### config.mk
export PLATFORM = sky130hd
export DESIGN_NAME = mem_stall_ctrl
export DESIGN_NICKNAME = d
export VERILOG_FILES = /design/src/rtl/mem_stall_ctrl_pkg.sv /design/src/rtl/mem_stall_ctrl_stall_timer.sv /design/src/rtl/mem_stall_ctrl.sv
export SDC_FILE = /design/constraint.sdc
export NUM_CORES = 1
export LEC_CHECK = 0
export ABC_AREA = 1
export CORE_ASPECT_RATIO = 0.6
export CORE_MARGIN = 1.5
export CORE_UTILIZATION = 48
export CTS_CLUSTER_SIZE = 8
export DETAILED_ROUTE_END_ITERATION = 10
export PLACE_DENSITY = 0.85
export SYNTH_ARGS = -nofsm -noshare
export SYNTH_HDL_FRONTEND = slang
export SYNTH_SLANG_ARGS = --single-unit
### constraint.sdc
create_clock -name clk -period 4.2 [get_ports clk]
set_clock_uncertainty 0.2 [all_clocks]
set_input_delay 0.84 -clock clk [delete_from_list [all_inputs] [get_ports clk]]
set_output_delay 0.84 -clock clk [all_outputs]
set_load 0.02 [all_outputs]
### src/rtl/mem_stall_ctrl_pkg.sv
// rtl/mem_stall_ctrl_pkg.sv - MEM-stage access controller state encodings and shared constants
package mem_stall_ctrl_pkg;

    typedef enum logic [1:0] {
        S_IDLE = 2'd0,
        S_REQ  = 2'd1,
        S_WAIT = 2'd2,
        S_DONE = 2'd3
    } state_t;

    localparam int unsigned TIMEOUT_DEFAULT = 64;
    localparam int unsigned TIMER_W         = 8;

    // Exactly one direction and a halfword-aligned address.
    function automatic logic req_ok(input logic rd, input logic wr, input logic a0);
        return (rd ^ wr) && !a0;
    endfunction

endpackage

### src/rtl/mem_stall_ctrl_stall_timer.sv
// rtl/mem_stall_ctrl_stall_timer.sv - 8-bit clear/enable counter with terminal-count flag
module mem_stall_ctrl_stall_timer
    import mem_stall_ctrl_pkg::*;
#(
    parameter int unsigned TC_VAL = TIMEOUT_DEFAULT
) (
    input  logic clk,
    input  logic rst,
    input  logic clr,
    input  logic en,
    output logic tc
);

    logic [TIMER_W-1:0] count_q;
    logic [TIMER_W-1:0] count_d;

    always_comb begin
        count_d = count_q;
        if (clr) begin
            count_d = '0;
        end else if (en) begin
            count_d = count_q + 1'b1;
        end
    end

    always_ff @(posedge clk or negedge rst) begin
        if (!rst) begin
            count_q <= '0;
        end else begin
            count_q <= count_d;
        end
    end

    // Fires during the TC_VAL-th enabled cycle after a clear.
    assign tc = en && (count_q == TIMER_W'(TC_VAL - 1));

endmodule

### src/rtl/mem_stall_ctrl.sv
// rtl/mem_stall_ctrl.sv - MEM-stage load/store sequencer producing the pipeline-wide stall
module mem_stall_ctrl
    import mem_stall_ctrl_pkg::*;
#(
    parameter int unsigned ADDR_W      = 16,
    parameter int unsigned DATA_W      = 16,
    parameter int unsigned TIMEOUT_CYC = TIMEOUT_DEFAULT
) (
    input  logic              clk,
    input  logic              rst,
    input  logic              rd_req,
    input  logic              wr_req,
    input  logic [ADDR_W-1:0] addr,
    input  logic [DATA_W-1:0] wdata,
    output logic              mem_stall,
    output logic [DATA_W-1:0] rdata,
    output logic              rdata_valid,
    output logic              err,
    output logic              mem_en,
    output logic              mem_wr,
    output logic [ADDR_W-1:0] mem_addr,
    output logic [DATA_W-1:0] mem_wdata,
    input  logic              mem_busy,
    input  logic              mem_done,
    input  logic [DATA_W-1:0] mem_rdata
);

    state_t              state_q, state_d;
    logic [DATA_W-1:0]   rdata_q, rdata_d;
    logic [ADDR_W-1:0]   mem_addr_q, mem_addr_d;
    logic [DATA_W-1:0]   mem_wdata_q, mem_wdata_d;
    logic                err_q, err_d;
    logic                wr_q, wr_d;
    logic                ok_q, ok_d;
    logic                tmr_clr, tmr_en, tmr_tc;

    mem_stall_ctrl_stall_timer #(
        .TC_VAL (TIMEOUT_CYC)
    ) u_timer (
        .clk (clk),
        .rst (rst),
        .clr (tmr_clr),
        .en  (tmr_en),
        .tc  (tmr_tc)
    );

    always_comb begin
        state_d     = state_q;
        rdata_d     = rdata_q;
        mem_addr_d  = mem_addr_q;
        mem_wdata_d = mem_wdata_q;
        err_d       = err_q;
        wr_d        = wr_q;
        ok_d        = ok_q;
        mem_stall   = 1'b0;
        mem_en      = 1'b0;
        tmr_clr     = 1'b0;
        tmr_en      = 1'b0;

        case (state_q)
            S_IDLE: begin
                if (req_ok(rd_req, wr_req, addr[0])) begin
                    mem_stall   = 1'b1;
                    mem_addr_d  = addr;
                    mem_wdata_d = wdata;
                    wr_d        = wr_req;
                    state_d     = S_REQ;
                end else if (rd_req || wr_req) begin
                    err_d = 1'b1;
                end
            end
            S_REQ: begin
                mem_stall = 1'b1;
                mem_en    = 1'b1;
                if (!mem_busy) begin
                    tmr_clr = 1'b1;
                    if (mem_done) begin
                        ok_d    = 1'b1;
                        state_d = S_DONE;
                        if (!wr_q) rdata_d = mem_rdata;
                    end else begin
                        state_d = S_WAIT;
                    end
                end
            end
            S_WAIT: begin
                mem_stall = 1'b1;
                tmr_en    = 1'b1;
                // A completion on the last allowed cycle wins over the timeout.
                if (mem_done) begin
                    ok_d    = 1'b1;
                    state_d = S_DONE;
                    if (!wr_q) rdata_d = mem_rdata;
                end else if (tmr_tc) begin
                    ok_d    = 1'b0;
                    err_d   = 1'b1;
                    state_d = S_DONE;
                    if (!wr_q) rdata_d = '0;
                end
            end
            default: begin
                state_d = S_IDLE;
            end
        endcase
    end

    always_ff @(posedge clk or negedge rst) begin
        if (!rst) begin
            state_q     <= S_IDLE;
            rdata_q     <= '0;
            mem_addr_q  <= '0;
            mem_wdata_q <= '0;
            err_q       <= 1'b0;
            wr_q        <= 1'b0;
            ok_q        <= 1'b0;
        end else begin
            state_q     <= state_d;
            rdata_q     <= rdata_d;
            mem_addr_q  <= mem_addr_d;
            mem_wdata_q <= mem_wdata_d;
            err_q       <= err_d;
            wr_q        <= wr_d;
            ok_q        <= ok_d;
        end
    end

    assign rdata       = rdata_q;
    assign rdata_valid = (state_q == S_DONE) && ok_q && !wr_q;
    assign err         = err_q;
    assign mem_wr      = mem_en && wr_q;
    assign mem_addr    = mem_addr_q;
    assign mem_wdata   = mem_wdata_q;

endmodule

==> results of run 1 <==
## path summary, 6_finish.rpt
kind	end	slack (ns)
min in group asynchronous	rdata[8]	0.41
worst max register to register	mem_wdata[12]	1.83
max in group asynchronous	mem_addr[1]	2.55
worst min register to register	ok_q	0.27
worst min-delay path	ok_q	0.27
worst max-delay path	mem_stall	0.54
## kinds of logic after synthesis
kind of cell | after synthesis | share of synthesized area [%]
and+or+nand+nor | 238 | 33.88
DFF | 61 | 52.18
adders and majority gates | 7 | 2.994
buffers and inverters | 39 | 6.330
AOI/OAI and AO/OA | 27 | 4.619
## cells in the mapped netlist
master	count	area share [%]
nand2_4	1	0.38
inv_2	1	0.13
buf_4	3	0.77
or2_2	1	0.21
nand4_1	20	4.3
o21ai_0	3	0.51
clkbuf_1	4	0.51
ha_1	7	3.0
a21oi_1	24	4.1
nand2_2	3	0.64
clkinv_2	1	0.17
nor2_4	1	0.38
nand2_1	191	25
buf_2	9	1.5
nor2_1	13	1.7
buf_6	2	0.77
nor3_1	3	0.51
dfrtp_1	61	52
nand3_4	1	0.60
nand3_1	4	0.68
inv_1	19	2.4
## sequential cells by signal (all words and copies together), names as in the netlist
signal	cells
wr_q	1
mem_wdata	16
ok_q	1
err	1
rdata	16
u_timer.count_q	8
mem_addr	16
state_q	2
## power groups by stage
stage	logic (mW)	clock network (mW)	registers, mW
2_1_floorplan	0.702	0	1.24
3_3_place_gp	1.52	0	1.02
3_5_place_dp	1.56	0	1.03
4_1_cts	1.57	0.593	1.02
5_1_grt	1.70	0.625	1.06
6_report	1.56	0.589	1.03
## worst max-delay path, stage by stage
cell             delay (ns)
clkdlybuf4s50_1        0.45
inv_1                  0.04
ha_1                   0.26
inv_1                  0.04
nor2_1                 0.09
nand2_1                0.08
a21oi_1                0.16
clkdlybuf4s50_1        0.65
## routing by layer
layer,vias up,share of wire [%],GRT usage (%)
met2,137,45,37.33
met3,8,8.6,7.660
li1,1368,-,-
met5,-,0,0
met1,1322,46,34.03
met4,0,0.31,4.514
## area by class of cell
class                           instances  share of cell area, %
Sequential cell                        61                  36.20
Clock buffer                           12                  3.680
Clock inverter                          4                  1.662
Timing Repair Buffer                  108                  25.40
Multi-Input combinational cell        272                  28.78
Tap cell                               80                  2.374
Inverter                               21                  1.899
## metrics by stage
step / instances / cell area [um^2] / setup WS (ns)
finish: 558 / 4217 / 0.5435
global route: 558 / 4217 / 0.4406
CTS: 558 / 4217 / 0.5617
detailed placement: 542 / 3991 / 0.5689
global placement: 542 / 3991 / 0.5823
floorplan: 372 / 2925 / 1.175
==> impl_metrics.py, run 1 <==
metrics = {
    "status": {
        "status": "finished, final reports clean",
    },
    "timing": {
        "rsz0062_at_grt": "false",
        "tns_ns": 0,
        "setup_viol": 0,
        "maxSlewHeadroom_pct": 38.42,
        "final_hold_viol_count": 0,
        "finalCriticalPeriod_ns": 3.657,
        "whs_ns": 0.2707,
        "clock.fmax_ghz": 0.2735,
        "fin_crit_sh_pct": 87.06,
        "drv_slew": 0,
        "worst_pin_slew_ns": 0.9226,
    },
    "cells_and_area": {
        "nFillCells": 471,
        "multi_input_area_um2": 1214,
        "area_delta_synth_final_pct": 44.14,
        "final_core_utilization_pct": 73.61,
        "final_common_cell": "nand2_1",
        "regArea_um2": 1526,
        "final_nets": 534,
        "diodes": 0,
        "layout-drive-gt1-share_pct": 5.649,
        "final_cell_mix": "191 x nand2_1, 105 x clkdlybuf4s50_1, 61 x dfrtp_1, 24 x a21oi_1, 20 x nand4_1",
    },
    "placement": {
        "place_congestion": 0.8178,
        "dp_hpwl_um": 5494,
        "io_buffers": 106,
    },
    "routing": {
        "drc_errors": 0,
        "first_pass_iters": 6,
        "num_vias": 2835,
        "wl_per_cell_um": 13.79,
        "wl_um": 7693,
        "ant_nets": 0,
        "drt-initial-drc-count": 168,
        "routed_via_density": 5.081,
    },
    "yosys": {
        "synth_area_per_cell_um2": 7.864,
        "yosysWarnings": 0,
        "syn_inst": 372,
        "synthDistinctLibCells": 21,
        "syn_area_um2": 2925,
        "synth_nets": 433,
        "ys_seq_area_share_pct": 52.18,
        "synth_seq_cells": 61,
    },
    "power": {
        "power.internal_mw": 1.872,
        "p_sw_share_pct": 41.03,
        "p_leak_nw": 2.101,
        "pwr-share-seq_pct": 32.4,
        "clkPwrFrac_pct": 18.5,
        "comb_power_share_pct": 49.1,
        "switching_power_mw": 1.303,
        "irDropWorstVdd_uv": 499.8,
        "power.density_nw_per_um2": 753.1,
        "finalPower_mw": 3.175,
    },
    "grt": {
        "grt_max_degree": 39,
        "track_usage_pct": 24.19,
        "grt_pass1_wl_um": 12650,
        "antenna_found_initial": 0,
        "grt_overflow": 0,
        "grt_pass1_vias": 2623,
    },
    "floorplanning": {
        "die_h_um": 63.47,
        "die_w_um": 103.8,
        "die-area_um2": 6587,
        "rows": 21,
        "core_area_um2": 5728,
        "initial_core_util_pct": 51.07,
        "ios": 107,
    },
    "clock_network": {
        "cts_made_buffers": 9,
        "post_cts_resized": 0,
        "ctsHoldBuffers": 0,
        "clk_pin_slew_worst_paths_ns": 0.06,
        "clock-root-buffer": "clkbuf_8",
        "htreeDepth": 3,
        "cts.sinks": 61,
        "insertion_delay_ns": 0.33,
        "cts_tree": "yes",
        "cts_setup_buffers": 0,
        "cts_max_path_buffers": 2,
    },
    "min_path": {
        "min_path_type": "flop to flop",
        "hp-start": "ok_q",
        "hold_path_depth": 2,
    },
    "critical_path": {
        "reg2reg_depth": 7,
        "crit_required_ns": 3.16,
        "cp.arrival_ns": 2.62,
        "endpoint_kind": "output port",
        "regToRegStartpoint": "state_q[1]",
        "crit_fanout": 2,
        "crit_start": "wr_req",
        "critPathKind": "input pin to output port",
        "cp-start-kind": "input pin",
    },
    "run": {
        "drv_cap": 0,
    },
}
No activity file was read; power rests on OpenSTA's default activity.
==> run 2: changes to the inputs <==
--- a/config.mk
+++ b/config.mk
@@ -8,10 +8,10 @@
 export ABC_AREA = 1
 export CORE_ASPECT_RATIO = 0.6
 export CORE_MARGIN = 1.5
-export CORE_UTILIZATION = 48
+export CORE_UTILIZATION = 35
 export CTS_CLUSTER_SIZE = 8
 export DETAILED_ROUTE_END_ITERATION = 10
-export PLACE_DENSITY = 0.85
+export PLACE_DENSITY = 0.65
 export SYNTH_ARGS = -nofsm -noshare
 export SYNTH_HDL_FRONTEND = slang
 export SYNTH_SLANG_ARGS = --single-unit
==> run 2 against run 1 <==
Against the previous run: non-clock buffer count unchanged; sequential cell count is the same; critical endpoint unchanged; sequential power about the same; register-to-register slack better by 0.05 ns; first-iteration DRC count rose by 62%; fmax up 0.47%; cell count grew 5.0%.
==> impl_metrics.py, run 2 (synthesized netlist as in run 1, its figures left out) <==
metrics = {
    "cells_and_area": {
        "area_delta_synth_final_pct": 48.29,
        "design_area_um2": 4338,
        "final_common_cell": "nand2_1",
        "layoutNonFillerInstCount": 586,
        "final_cell_mix": "191 x nand2_1, 105 x clkdlybuf4s50_1, 61 x dfrtp_1, 24 x a21oi_1, 20 x nand4_1",
        "diodes": 0,
        "final_nets": 534,
        "layout-drive-gt1-share_pct": 5.858,
    },
    "routing": {
        "ant_nets": 0,
        "wl_um": 7463,
        "wl_per_cell_um": 12.74,
        "drt-initial-drc-count": 272,
        "routed_via_density": 4.577,
        "num_vias": 2682,
        "first_pass_iters": 4,
        "drc_errors": 0,
    },
    "timing": {
        "tns_ns": 0,
        "rsz0062_at_grt": "false",
        "setup_viol": 0,
        "clock.fmax_ghz": 0.2748,
        "finalCriticalPeriod_ns": 3.640,
        "whs_ns": 0.2659,
        "maxSlewHeadroom_pct": 40.89,
        "drv_slew": 0,
        "worst_pin_slew_ns": 0.8856,
        "final_hold_viol_count": 0,
        "fin_crit_sh_pct": 86.66,
    },
    "clock_network": {
        "cts.sinks": 61,
        "clock-root-buffer": "clkbuf_16",
        "cts_tree": "yes",
        "insertion_delay_ns": 0.33,
        "htreeDepth": 3,
        "cts_made_buffers": 9,
        "ctsHoldBuffers": 0,
        "cts_max_path_buffers": 2,
        "post_cts_resized": 0,
        "clk_pin_slew_worst_paths_ns": 0.05,
        "cts_setup_buffers": 0,
    },
    "grt": {
        "grt_max_degree": 37,
        "track_usage_pct": 17.96,
        "grt_overflow": 0,
        "grt_pass1_wl_um": 12290,
        "antenna_found_initial": 0,
        "grt_pass1_vias": 2490,
    },
    "critical_path": {
        "crit_required_ns": 3.16,
        "regToRegStartpoint": "state_q[0]",
        "crit_fanout": 2,
        "ff2ff_setup_slack_ns": 1.88,
        "rr_endpoint": "rdata[9]",
        "cp.arrival_ns": 2.60,
        "critPathKind": "input pin to output port",
        "cp-start-kind": "input pin",
        "reg2reg_depth": 8,
        "endpoint_kind": "output port",
    },
    "floorplanning": {
        "die_h_um": 73.82,
        "die-area_um2": 8933,
        "die_w_um": 121.0,
        "ios": 107,
        "initial_core_util_pct": 36.67,
        "core_area_um2": 7976,
        "rows": 25,
    },
    "min_path": {
        "hp-start": "mem_addr[0]",
        "hold_path_depth": 2,
        "min_path_type": "flop to flop",
        "hold_end": "mem_addr[0]",
    },
    "power": {
        "power.density_nw_per_um2": 765.4,
        "p_leak_nw": 2.143,
        "irDropWorstVdd_uv": 318.0,
    },
    "placement": {
        "io_buffers": 106,
        "dp_hpwl_um": 5243,
        "placed_cell_area_um2": 4026,
        "dp.cells": 570,
        "place_congestion": 0.8490,
    },
    "status": {
        "status": "finished, final reports clean",
    },
    "run": {
        "drv_cap": 0,
    },
}
-- run 2: power by group --
group | switching (mW) | internal, mW
Clock | 0.248 | 0.504
Combinational | 0.864 | 0.674
Sequential | 0.196 | 0.835
Total | 1.31 | 2.01
-- run 2: worst max-delay path by stage --
stage                 from         to  slack (ns)  cells past startpoint
floorplan           wr_req  mem_stall        1.17                      7
global placement    wr_req  mem_stall        0.57                      8
detailed placement  wr_req  mem_stall        0.55                      8
CTS                 wr_req  mem_stall        0.55                      8
global route        wr_req  mem_stall        0.48                      8
finish              wr_req  mem_stall        0.56                      8
-- run 2: per-stage QoR --
stage | power (mW) | worst slack, ns | utilization (%)
final | 3.320 | 0.5604 | 54.38
after floorplan | 1.938 | 1.175 | -
after global routing | 3.572 | 0.4786 | 54.38
after CTS | 3.362 | 0.5457 | 54.38
after global placement | 2.560 | 0.5658 | 50.48
after detailed placement | 2.583 | 0.5524 | 50.48
-- run 2: cell type report --
cell class | count | area [um^2]
fill | 749 | 3638
clock buffer | 12 | 266.5
multi-input combinational | 272 | 1214
clock inverter | 4 | 45.04
inverter | 21 | 80.08
timing repair buffer | 108 | 1071
sequential | 61 | 1526
tap | 108 | 135.1
-- run 2: per-layer routing --
layer / wire length (um) / part of all wire (%) / GRT usage [%] / up-vias
met5: 0 / 0 / 0 / -
met4: 90 / 1.2 / 6.144 / 0
met3: 655 / 8.8 / 7.919 / 10
met2: 2989 / 40 / 24.31 / 91
met1: 3727 / 50 / 25.35 / 1207
li1: - / - / - / 1374
-- run 2: critical path: stages --
cell and delay (ns):
clkdlybuf4s50_1 0.46, inv_1 0.05, ha_1 0.27, inv_1 0.05
nor2_1 0.09, nand2_1 0.08, a21oi_1 0.13, clkdlybuf4s50_1 0.64
==> run 3: changes to the inputs <==
--- a/config.mk
+++ b/config.mk
@@ -11,7 +11,7 @@
 export CORE_UTILIZATION = 35
 export CTS_CLUSTER_SIZE = 8
 export DETAILED_ROUTE_END_ITERATION = 10
-export PLACE_DENSITY = 0.65
+export PLACE_DENSITY = 0.68
 export SYNTH_ARGS = -nofsm -noshare
 export SYNTH_HDL_FRONTEND = slang
 export SYNTH_SLANG_ARGS = --single-unit
==> constraint.sdc (replaced) <==
create_clock -name clk -period 3 [get_ports clk]
set_clock_uncertainty 0.2 [all_clocks]
set_input_delay 0.6 -clock clk [delete_from_list [all_inputs] [get_ports clk]]
set_output_delay 0.6 -clock clk [all_outputs]
set_load 0.02 [all_outputs]
==> run 3 against run 2 <==
Against the previous run: core utilization grew 0.83 points; clock-buffer cell count shrank 3; final area grew 1.5%; via count grew 2.5%; critical path depth is the same; combinational power grew 45%; sequential cell count is the same; cell count grew 0.68%; global-route usage grew 0.80 points; largest cell class unchanged.
==> impl_metrics.py, run 3 (synthesized netlist as in run 1, its figures left out) <==
metrics = {
    "placement": {
        "place_congestion": 0.8266,
        "io_buffers": 106,
        "dp.cells": 574,
        "dp_hpwl_um": 5456,
    },
    "clock_network": {
        "htreeDepth": 3,
        "cts_max_path_buffers": 2,
        "post_cts_resized": 1,
        "clk_pin_slew_worst_paths_ns": 0.06,
        "cts_made_buffers": 9,
        "clock-root-buffer": "clkbuf_16",
        "cts_setup_buffers": 0,
        "ctsHoldBuffers": 0,
        "cts.sinks": 61,
        "insertion_delay_ns": 0.32,
        "cts_tree": "yes",
    },
    "power": {
        "finalPower_mw": 4.768,
        "power.density_nw_per_um2": 1083,
        "p_leak_nw": 2.170,
        "irDropWorstVdd_uv": 446.0,
    },
    "critical_path": {
        "cp.arrival_ns": 2.00,
        "crit_required_ns": 2.20,
        "cp-start-kind": "input pin",
        "path_cells": "clkdlybuf4s50_1 > inv_1 > ha_1 > inv_1 > nor2_1 > nand2_1 > a21oi_1 > dlygate4sd2_1",
        "crit_fanout": 2,
        "endpoint_kind": "output port",
        "path_common_cell": "inv_1",
        "critPathKind": "input pin to output port",
        "cpPeakStageDelay_ns": 0.46,
        "crit_slowest_cell": "clkdlybuf4s50_1",
    },
    "timing": {
        "finalCriticalPeriod_ns": 2.800,
        "tns_ns": 0,
        "worst_pin_slew_ns": 0.7814,
        "drv_slew": 0,
        "rsz0062_at_grt": "false",
        "setup_viol": 0,
        "clock.fmax_ghz": 0.3571,
        "final_hold_viol_count": 0,
        "fin_crit_sh_pct": 93.34,
        "maxSlewHeadroom_pct": 47.91,
    },
    "min_path": {
        "min_path_type": "input pin to asynchronous set/reset pin",
    },
    "floorplanning": {
        "die_h_um": 73.82,
        "initial_core_util_pct": 36.67,
        "die_w_um": 121.0,
        "die-area_um2": 8933,
        "core_area_um2": 7976,
        "ios": 107,
        "rows": 25,
    },
    "routing": {
        "num_vias": 2749,
        "ant_nets": 0,
        "routed_via_density": 4.659,
        "drc_errors": 0,
        "drt-initial-drc-count": 244,
        "wl_um": 7914,
        "first_pass_iters": 4,
        "wl_per_cell_um": 13.41,
    },
    "cells_and_area": {
        "diodes": 0,
        "final_common_cell": "nand2_1",
        "area_delta_synth_final_pct": 50.56,
        "layoutNonFillerInstCount": 590,
        "final_nets": 538,
        "final_cell_mix": "191 x nand2_1, 104 x clkdlybuf4s50_1, 61 x dfrtp_1, 24 x a21oi_1, 20 x nand4_1",
        "layout-drive-gt1-share_pct": 6.639,
        "final_core_utilization_pct": 55.22,
    },
    "run": {
        "drv_cap": 0,
    },
    "grt": {
        "use_met2_pct": 26.20,
        "track_usage_pct": 18.76,
        "grt_max_degree": 37,
        "top_usage_layer": "met1",
        "grt_overflow": 0,
        "antenna_found_initial": 0,
        "grt_use_met3_pct": 6.366,
        "grt_pass1_wl_um": 12990,
        "grt_pass1_vias": 2641,
        "grt_use_met1_pct": 27.28,
    },
    "status": {
        "status": "finished, final reports clean",
    },
}
[run 3: cell count changes in the layout (fill, tap and decap cells not counted), moves of 2 or more]
cell / change
clkbuf_8: -3
buf_4: +2
buf_12: +2
clkinv_2: -2
clkinv_4: +2
[run 3: per-layer routing]
layer	up-vias	wire (um)
li1	1379	-
met5	-	0
met3	5	695
met1	1253	3947
met2	112	3231
met4	0	40
[run 3: cell type report]
type	count	area, um^2
Multi-Input combinational cell	272	1214
Clock buffer	9	225.2
Sequential cell	61	1526
Fill cell	751	3572
Clock inverter	7	98.84
Inverter	21	80.08
Tap cell	108	135.1
Timing Repair Buffer	112	1125
[run 3: final timing paths]
| check | slack [ns] | start | cells after the start | to |
|---|---|---|---|---|
| max | 0.20 | wr_req | 8 | mem_stall |
| min | 0.16 | rst | 1 | rdata[7] |
| max reg2reg | 0.85 | state_q[0] | 9 | rdata[14] |
| min reg2reg | 0.28 | err | 2 | err |
| max in group asynchronous | 1.80 | rst | 2 | u_timer.count_q[4] |
| min in group clk | 0.28 | err | 2 | err |
[run 3: power by group]
part           total [mW]  internal, mW  switching [mW]
Combinational        2.23         0.959            1.27
Sequential           1.42          1.17           0.252
Clock                1.12         0.731           0.387
[run 3: worst max-delay path: cells and delay by family]
| kind | cells | cell delay, ns |
|---|---|---|
| AOI/OAI and AO/OA | 1 | 0.12 |
| buffers and inverters | 4 | 0.89 |
| and+or+nand+nor | 2 | 0.14 |
| adders and majority gates | 1 | 0.26 |
[run 3: through the flow]
stage	hold slack [ns]	cell area, um^2	setup slack [ns]
CTS	0.1857	4404	0.2019
global placement	0.2519	4081	-0.07797
detailed placement	0.2630	4081	-0.07790
finish	0.1609	4404	0.1999
global route	0.2318	4404	0.05798
floorplan	0.1044	2925	0.4549
